File: config.mk
export PLATFORM = sky130hd
export DESIGN_NAME = operand_fetch
export DESIGN_NICKNAME = d
export VERILOG_FILES = /design/src/rtl/operand_fetch.sv
export SDC_FILE = /design/constraint.sdc
export NUM_CORES = 1
export LEC_CHECK = 0
export ABC_AREA = 1
export CAP_MARGIN = 5
export CORE_MARGIN = 2
export CORE_UTILIZATION = 40
export CTS_CLUSTER_SIZE = 28
export DETAILED_ROUTE_END_ITERATION = 6
export PLACE_DENSITY = 0.63
export SYNTH_ARGS = -nofsm -noshare
export SYNTH_HDL_FRONTEND = slang
export SYNTH_SLANG_ARGS = --single-unit
export TNS_END_PERCENT = 1
File: constraint.sdc
create_clock -name clk -period 2.1 [get_ports clk]
set_input_delay 0.21 -clock clk [delete_from_list [all_inputs] [get_ports clk]]
set_output_delay 0.21 -clock clk [all_outputs]
set_load 0.05 [all_outputs]
File: src/rtl/operand_fetch.sv
// Operand fetch: 8x width register file, sequential A/B read over one port, 1-bit shifter on B.
// Latency: op_valid two edges after an accepted start; operands held until op_ack, start ignored while reading.
module operand_fetch #(
  parameter int width = 16
) (
  input  logic             clk,
  input  logic             resetn,
  input  logic             start,
  input  logic [2:0]       rn,
  input  logic [2:0]       rm,
  input  logic [1:0]       shift,
  input  logic             op_ack,
  input  logic             wb_en,
  input  logic [2:0]       wb_addr,
  input  logic [width-1:0] wb_data,
  output logic [width-1:0] Ain,
  output logic [width-1:0] Bin,
  output logic             op_valid,
  output logic             busy
);

  typedef enum logic [1:0] {
    IDLE   = 2'd0,
    READ_A = 2'd1,
    READ_B = 2'd2,
    VALID  = 2'd3
  } state_t;

  typedef struct packed {
    logic [2:0] rn;
    logic [2:0] rm;
    logic [1:0] shift;
  } cmd_t;

  state_t           state;
  cmd_t             cmd_q;
  logic [width-1:0] rf [8];

  logic [2:0]       rd_addr;
  logic [width-1:0] rd_dat;
  logic [width-1:0] shifted;
  logic             accept;

  // Single read port: B's register is only addressed during READ_B.
  always_comb begin
    rd_addr = (state == READ_B) ? cmd_q.rm : cmd_q.rn;
    rd_dat  = (wb_en && (wb_addr == rd_addr)) ? wb_data : rf[rd_addr];
  end

  always_comb begin
    shifted = rd_dat;
    case (cmd_q.shift)
      2'b01:   shifted = {rd_dat[width-2:0], 1'b0};
      2'b10:   shifted = {1'b0, rd_dat[width-1:1]};
      2'b11:   shifted = {rd_dat[width-1], rd_dat[width-1:1]};
      default: shifted = rd_dat;
    endcase
  end

  assign accept = start && ((state == IDLE) || ((state == VALID) && op_ack));

  always_ff @(posedge clk) begin
    if (!resetn) begin
      state    <= IDLE;
      cmd_q    <= '0;
      Ain      <= '0;
      Bin      <= '0;
      op_valid <= 1'b0;
      busy     <= 1'b0;
      for (int i = 0; i < 8; i++) begin
        rf[i] <= '0;
      end
    end else begin
      if (wb_en) begin
        rf[wb_addr] <= wb_data;
      end
      if (accept) begin
        cmd_q <= {rn, rm, shift};
      end
      case (state)
        IDLE: begin
          if (start) begin
            state <= READ_A;
            busy  <= 1'b1;
          end
        end
        READ_A: begin
          Ain   <= rd_dat;
          state <= READ_B;
        end
        READ_B: begin
          Bin      <= shifted;
          op_valid <= 1'b1;
          state    <= VALID;
        end
        VALID: begin
          if (op_ack) begin
            op_valid <= 1'b0;
            if (start) begin
              state <= READ_A;
            end else begin
              state <= IDLE;
              busy  <= 1'b0;
            end
          end
        end
        default: begin
          state    <= IDLE;
          op_valid <= 1'b0;
          busy     <= 1'b0;
        end
      endcase
    end
  end

endmodule

==> key figures, run 1 <==
Power and ir drop
  – VDD IR-drop max: 0.6375 mV
  – Sw Share: 41.15%
  – Leak: 4.785 nW
  – Reg power frac: 31.7%
  – Power Density: 1293 nW/um^2
  – Psw: 5.682 mW
  – Total chip power: 13.81 mW
  – Power share of the clock group: 22.1%
  – Logic gate share of total power: 46.2%
  – Int Power: 8.127 mW

Clock tree
  – Clk Latency, worst-skew pair: 430 ps
  – Root buf cell: clkbuf_16
  – H-tree depth: 4
  – Reg clk slew, reported paths: 60 ps
  – Clock tree buffer depth: 2
  – CTS buffer count: 17
  – CTS tree: yes
  – TritonCTS Sinks: 172

Synthesis
  – Post-synthesis compound-gate area fraction: 3.748%
  – Synth area leaders: edfxtp_1 (46%), dfxtp_1 (10%), nand2_1 (9.8%)
  – Cells after Synth: 1037
  – Synth Register Bits: 172
  – Post-synthesis xor/xnor area fraction: 0.1037%
  – Mapped Area: 8446 sq um
  – Mean Syn Cell Area: 8.144 sq um
  – Synth top area share: 45.51%
  – Mapped Nets: 1074
  – Register area share after synthesis: 55.94%
  – Distinct cells, synth: 29
  – Synth Area in Adders: 0.7407%
  – Synth area leader: edfxtp_1
  – Yosys warnings: 0
  – Main combinational cell family by area after synthesis: simple AND/OR/NAND/NOR gates
  – Post-synthesis mux area share: 0%
  – Simple-gate area share of the yosys netlist: 29.61%

Worst setup path
  – WS Path Type: flip-flop to flip-flop
  – Crit end category: flip-flop
  – CP Max Fanout: 8
  – Family with the most delay on the worst path: simple AND/OR/NAND/NOR gates
  – Bufs and invs on worst path: 4
  – Slowest stage delay, CP: 320 ps
  – Slowest CP cell: dfxtp_2
  – Crit-path cells: inv_2, ha_4, buf_6, nand2_1, nand3_1, nand2_1, nor2_2, nand2_4, buf_8, buf_4, nand3_4, nand3_2, nand2_2, nor2_2, nor2_1
  – Critical Path RT: 2470 ps
  – Worst path arrival time: 2390 ps
  – Reg-to-reg slack, setup: 70 ps
  – Worst setup SP type: flip-flop

Placed design
  – DP Cell Count: 1390
  – I/O Buffers: 65
  – DP Area: 9807 sq um
  – Final GP Congestion: 0.8669
  – Post-DP HPWL: 16390 microns

Timing
  – Max transition margin: 24.41%
  – Tmin final: 2026 ps
  – RSZ-0062 raised after global routing: true
  – # setup viols final: 0
  – Slew Viols, Final: 0
  – Measured slew at the worst slew-check pin: 1130 ps
  – Worst hold slack: 375.7 ps
  – Final setup skew: 10.34 ps
  – Fmax: 0.4936 GHz
  – Final worst path period share: 96.48%
  – Hold Vio Cnt, Final: 0

Floorplanning
  – Chip Height: 149.3 microns
  – Die width: 149.3 microns
  – Starting Density: 40.43%
  – # rows: 53
  – Ports: 66
  – Core area: 20890 sq um
  – Die area: 22290 sq um

Final layout
  – Synth-to-Final Area Change: 26.43%
  – Finished Core Util: 51.12%
  – Share of layout cells above drive strength 1: 12.39%
  – Non-filler instance count after layout: 1429
  – Multi-input logic area: 3047 sq um
  – Fillers: 1973
  – Register area: 4726 sq um
  – Post-route cell area: 10680 sq um
  – Fin nets: 1178
  – Number of diodes: 0

Route
  – Detail Route Antenna Nets: 0
  – Via count: 7275
  – # DRC: 0
  – Drt initial violations: 647
  – Routed length per placed instance: 17.00 microns
  – TritonRoute pass-1 iters: 5
  – DR vias/cell: 5.091
  – Total routed wirelength: 24290 microns

Global route
  – Pin count of the biggest net entering global routing: 36
  – Vias in the first global route: 6760
  – Global-route wire length before repair: 36850 microns
  – Gr ovfl total: 0
  – Global Route Usage Sum: 21.85%
  – Initial antenna violation count: 0

Job
  – Max Cap Violations: 0

Run status
  – Outcome: complete, no violations

Worst hold path
  – Worst Hold Class: primary input to flip-flop
layer usage:
layer	global-route usage [%]	routed length, microns	up-vias
met5	0	0	-
met4	7.095	527	0
met3	3.609	1583	49
met2	35.21	11440	266
met1	30.19	10740	3453
li1	-	-	3507
tightest hold or removal path: stages:
cell             delay (ps)
clkdlybuf4s50_1         400
nor2_1                  110
nor2_1                   50
cell usage in the layout (no fill, tap or decap), types with 2 or more instances in the layout:
master,instances
nand3_2,9
buf_4,50
ha_1,4
nor2_1,198
buf_6,5
inv_1,148
buf_12,12
clkbuf_16,20
clkinv_1,6
nand3_1,153
clkdlybuf4s50_1,65
bufinv_16,2
nand3b_1,4
nand2_8,2
o21ai_0,39
nor2_2,3
a21oi_1,12
clkinv_4,2
nand2_2,16
clkbuf_1,2
dfxtp_1,43
nand2_4,6
nand2_1,203
edfxtp_1,128
clkinv_2,3
inv_6,2
power groups by stage:
stage / registers (mW) / clock network (mW) / logic (mW)
finish: 4.38 / 3.04 / 6.39
global route: 4.42 / 3.19 / 6.94
CTS: 4.37 / 3.07 / 5.85
detailed placement: 4.43 / 0 / 5.80
global placement: 4.42 / 0 / 5.77
floorplan: 5.22 / 0 / 2.91
cell usage after synthesis:
library cell,count
inv_4,1
o211ai_1,1
o211a_1,1
buf_1,6
edfxtp_1,128
inv_1,149
inv_2,1
o21ai_2,1
nor2_1,201
o21bai_1,1
o21ai_0,40
clkbuf_1,19
o21ai_4,1
nand3_1,160
xnor2_1,1
ha_1,5
buf_4,6
nand2_4,2
nor2_2,1
dfxtp_1,44
o22ai_1,1
nand3b_1,4
nand3_2,3
nand2_1,220
buf_6,2
buf_2,18
a21oi_1,12
nand2_2,5
clkinv_1,3
state kept, by name (all words and copies together), names as in the netlist:
register  cells
op_valid      1
state         2
busy          1
rf          128
Bin          16
Ain          16
cmd_q         8
layout make-up:
type,count,area share (%)
clock inverters,13,1.172
repair buffers,136,13.23
multi-input cells,660,28.53
inverters,154,5.531
flip-flops and latches,172,44.26
clock buffers,19,4.054
well taps,275,3.222
through the flow:
step | setup slack, ps | TNS [ps]
4_1_cts | -7.221 | -7.221
3_5_place_dp | -227.9 | -4632
3_3_place_gp | -142.7 | -2563
5_1_grt | -71.03 | -396.4
2_1_floorplan | 88.77 | 0
6_report | 73.88 | 0
path summary, 6_finish.rpt:
path                                            start               endpoint  depth (start not counted)
worst max register to register  state[0]$_SDFFE_PN0P_   Bin[14]$_SDFFE_PN0P_                         15
worst min register to register  cmd_q[3]$_SDFFE_PN0P_  cmd_q[3]$_SDFFE_PN0P_                          2
worst max-delay path            state[0]$_SDFFE_PN0P_   Bin[14]$_SDFFE_PN0P_                         15
worst min-delay path                         shift[1]  cmd_q[1]$_SDFFE_PN0P_                          3
what timing repair did:
action                     4_1_cts  5_1_grt
gates cloned                     0        3
setup endpoints to repair       32       31
hold buffers                     0        0
pin swaps                        1       15
resized for setup                6       47
setup buffers                    0        4
hold endpoints to repair         0        0
kinds of logic (layout without fill, tap and decap cells):
family	Yosys count	after routing
and+or+nand+nor	596	596
buffers and inverters	205	322
AOI/OAI and AO/OA	58	58
adders and majority gates	5	5
xor gates and xnor gates	1	1
DFF	172	172
Power figures use the tool's default switching activity.
==> inputs of run 2 (changes only) <==
--- a/config.mk
+++ b/config.mk
@@ -11,6 +11,7 @@
 export CORE_UTILIZATION = 40
 export CTS_CLUSTER_SIZE = 28
 export DETAILED_ROUTE_END_ITERATION = 6
+export GPL_TIMING_DRIVEN = 0
 export PLACE_DENSITY = 0.63
 export SYNTH_ARGS = -nofsm -noshare
 export SYNTH_HDL_FRONTEND = slang
==> run 2 against run 1 <==
  * The run now ends with negative setup slack left
  * Cell count fell by 0.14%
  * Sequential power barely moved
  * Via count rose by 1.0%
  * Non-clock buffer count fell by 2
  * Worst hold slack got worse by 14 ps
  * Register-to-register slack got worse by 120 ps
  * Combinational power rose by 7.5%
  * Setup slack got worse by 120 ps
  * Routed wire length rose by 4.0%
  * Power rose by 3.5%
  * Count of clock-buffer cells in the layout fell by 2
==> key figures, run 2 (same netlist as run 1, synthesis figures left out) <==
Run status
  – Outcome: complete, but fails checks (was complete, no violations)
  – Failing checks: negative setup slack

Power and ir drop
  – Total chip power: 14.29 mW (was 13.81 mW)
  – Reg power frac: 30.4% (was 31.7%)
  – Psw: 6.155 mW (was 5.682 mW)
  – Power Density: 1321 nW/um^2 (was 1293 nW/um^2)
  – VDD IR-drop max: 0.8088 mV (was 0.6375 mV)
  – Leak: 4.782 nW (was 4.785 nW)
  – Int Power: 8.137 mW (was 8.127 mW)
  – Sw Share: 43.07% (was 41.15%)
  – Logic gate share of total power: 48.0% (was 46.2%)
  – Power share of the clock group: 21.5% (was 22.1%)

Floorplanning
  – # rows: 53 (unchanged)
  – Die width: 149.3 microns (unchanged)
  – Die area: 22290 sq um (unchanged)
  – Ports: 66 (unchanged)
  – Chip Height: 149.3 microns (unchanged)
  – Starting Density: 40.43% (unchanged)
  – Core area: 20890 sq um (unchanged)

Route
  – Via count: 7350 (was 7275)
  – DR vias/cell: 5.151 (was 5.091)
  – Detail Route Antenna Nets: 0 (unchanged)
  – Routed length per placed instance: 17.70 microns (was 17.00 microns)
  – Drt initial violations: 778 (was 647)
  – # DRC: 0 (unchanged)
  – Total routed wirelength: 25260 microns (was 24290 microns)
  – TritonRoute pass-1 iters: 5 (unchanged)

Global route
  – Initial antenna violation count: 0 (unchanged)
  – Global-route wire length before repair: 37900 microns (was 36850 microns)
  – Pin count of the biggest net entering global routing: 17 (was 36)
  – Vias in the first global route: 6768 (was 6760)
  – Global Route Usage Sum: 22.83% (was 21.85%)
  – Gr ovfl total: 0 (unchanged)

Timing
  – # setup viols final: 29 (was 0)
  – Measured slew at the worst slew-check pin: 738.2 ps (was 1130 ps)
  – Final setup skew: 7.387 ps (was 10.34 ps)
  – Setup WS post-layout: -49.09 ps (was 73.88 ps)
  – Slew Viols, Final: 0 (unchanged)
  – Fmax: 0.4653 GHz (was 0.4936 GHz)
  – Tmin final: 2149 ps (was 2026 ps)
  – Final worst path period share: 102.3% (was 96.48%)
  – RSZ-0062 raised after global routing: true (unchanged)
  – Worst hold slack: 361.8 ps (was 375.7 ps)
  – Hold Vio Cnt, Final: 0 (unchanged)
  – Max transition margin: 50.78% (was 24.41%)

Final layout
  – Most flops, register: rf (unchanged)
  – Most common cell after layout, fill and taps aside: nor2_1 (was nand2_1)
  – Number of diodes: 0 (unchanged)
  – Number of flip-flops in the largest register: 128 (unchanged)
  – Share of layout cells above drive strength 1: 14.93% (was 12.39%)
  – Biggest regs: rf x128, Ain x16, Bin x16 (unchanged)
  – Fillers: 1946 (was 1973)
  – Synth-to-Final Area Change: 28.12% (was 26.43%)
  – Fin nets: 1176 (was 1178)
  – Most frequent cells in the layout: nor2_1 (194), nand2_1 (185), inv_1 (147), nand3_1 (133), edfxtp_1 (128) (was nand2_1 (203), nor2_1 (198), nand3_1 (153), inv_1 (148), edfxtp_1 (128))
  – Multi-input logic area: 3333 sq um (was 3047 sq um)
  – Register area: 4727 sq um (was 4726 sq um)

Clock tree
  – Clock tree buffer depth: 2 (unchanged)
  – Root buf cell: clkbuf_16 (unchanged)
  – Cts hold-fix bufs: 0 (unchanged)
  – CTS tree: yes (unchanged)
  – Reg clk slew, reported paths: 70 ps (was 60 ps)
  – Clk Latency, worst-skew pair: 440 ps (was 430 ps)
  – TritonCTS Sinks: 172 (unchanged)
  – H-tree depth: 4 (unchanged)
  – CTS buffer count: 17 (unchanged)

Worst hold path
  – WHS Endpoint: cmd_q[1]$_SDFFE_PN0P_ (unchanged)
  – WHS Path Cells: 3 (unchanged)
  – Hold_sp: shift[1] (unchanged)
  – Worst Hold Class: primary input to flip-flop (unchanged)

Worst setup path
  – Depth of the worst register-to-register path: 17 (was 15)
  – Worst setup SP type: primary input (was flip-flop)
  – Critical Path RT: 2210 ps (was 2470 ps)
  – Crit Reg-Reg Startpoint: state[0]$_SDFFE_PN0P_ (unchanged)
  – WS Path Type: primary input to flip-flop (was flip-flop to flip-flop)
  – CP Max Fanout: 16 (was 8)
  – Reg-to-reg slack, setup: -50 ps (was 70 ps)
  – Worst path arrival time: 2260 ps (was 2390 ps)
  – Crit end category: flip-flop (unchanged)
  – Worst r2r dst: Bin[1]$_SDFFE_PN0P_ (was Bin[14]$_SDFFE_PN0P_)

Placed design
  – Post-DP HPWL: 17480 microns (was 16390 microns)
  – I/O Buffers: 65 (unchanged)
  – Final GP Congestion: 0.8971 (was 0.8669)

Job
  – Max Cap Violations: 0 (unchanged)
==> run 2: changes by cell type in the layout (fill, tap and decap cells not counted), moves of 5 or more <==
cell      before  now
nand2_1      203  185
o21ai_0       39   34
nand3_1      153  133
nand3_2        9   29
nand2_4        6   19
buf_4         50   17
buf_2          0    8
clkbuf_1       2   15
buf_12        12    6
==> run 2: critical path, stage by stage <==
cell	delay [ps]
clkdlybuf4s50_1	510
nand2_1	90
nor2_1	290
nand2_1	350
clkbuf_1	430
nand2_4	370
==> run 2: power by group through the flow <==
stage	combinational (mW)	clock, mW	sequential, mW
2_1_floorplan	2.91	0	5.22
3_3_place_gp	5.52	0	4.40
3_5_place_dp	5.55	0	4.41
4_1_cts	6.00	3.08	4.34
5_1_grt	7.33	3.21	4.41
6_report	6.87	3.08	4.35
==> run 2: what timing repair did <==
item	CTS	global route
setup buffers	6	9
gates cloned	0	3
setup endpoints to repair	160	160
resized for setup	80	88
pin swaps	4	32
==> run 2: metal layers <==
| metal | GRT usage [%] | routed length, microns |
|---|---|---|
| met3 | 3.884 | 1858 |
| met1 | 32.49 | 11100 |
| met5 | 0 | 0 |
| met2 | 35.55 | 11590 |
| met4 | 7.476 | 706 |
==> run 2: final cells by class <==
class | instances | area share, %
sequential | 172 | 43.69
multi-input combinational | 660 | 30.80
timing repair buffer | 83 | 7.863
inverter | 154 | 5.504
clock buffer | 17 | 3.932
buffer | 51 | 3.735
tap | 275 | 3.180
clock inverter | 15 | 1.295
==> run 2: worst max-delay path by stage <==
stage	from	endpoint	slack (ps)	cells after the start
3_3_place_gp	resetn	rf[6][11]$_SDFFCE_PN0P_	-860	6
2_1_floorplan	state[0]$_SDFFE_PN0P_	Bin[13]$_SDFFE_PN0P_	90	14
4_1_cts	state[0]$_SDFFE_PN0P_	Bin[13]$_SDFFE_PN0P_	-120	17
3_5_place_dp	wb_addr[0]	rf[7][12]$_SDFFCE_PN0P_	-910	6
5_1_grt	state[0]$_SDFFE_PN0P_	Bin[3]$_SDFFE_PN0P_	-140	16
6_report	wb_en	rf[6][9]$_SDFFCE_PN0P_	-50	6
==> run 2: per-stage QoR <==
stage	TNS, ps	util, %	instance area, sq um	setup slack [ps]	instances
after global placement	-115910	45.19	9440	-862.2	1377
final	-818.8	51.80	10820	-49.09	1427
after floorplan	0	-	8446	88.77	1037
after detailed placement	-116030	45.19	9440	-912.6	1377
after global routing	-9362	51.80	10820	-138.6	1427
after CTS	-1298	49.38	10310	-120.2	1415
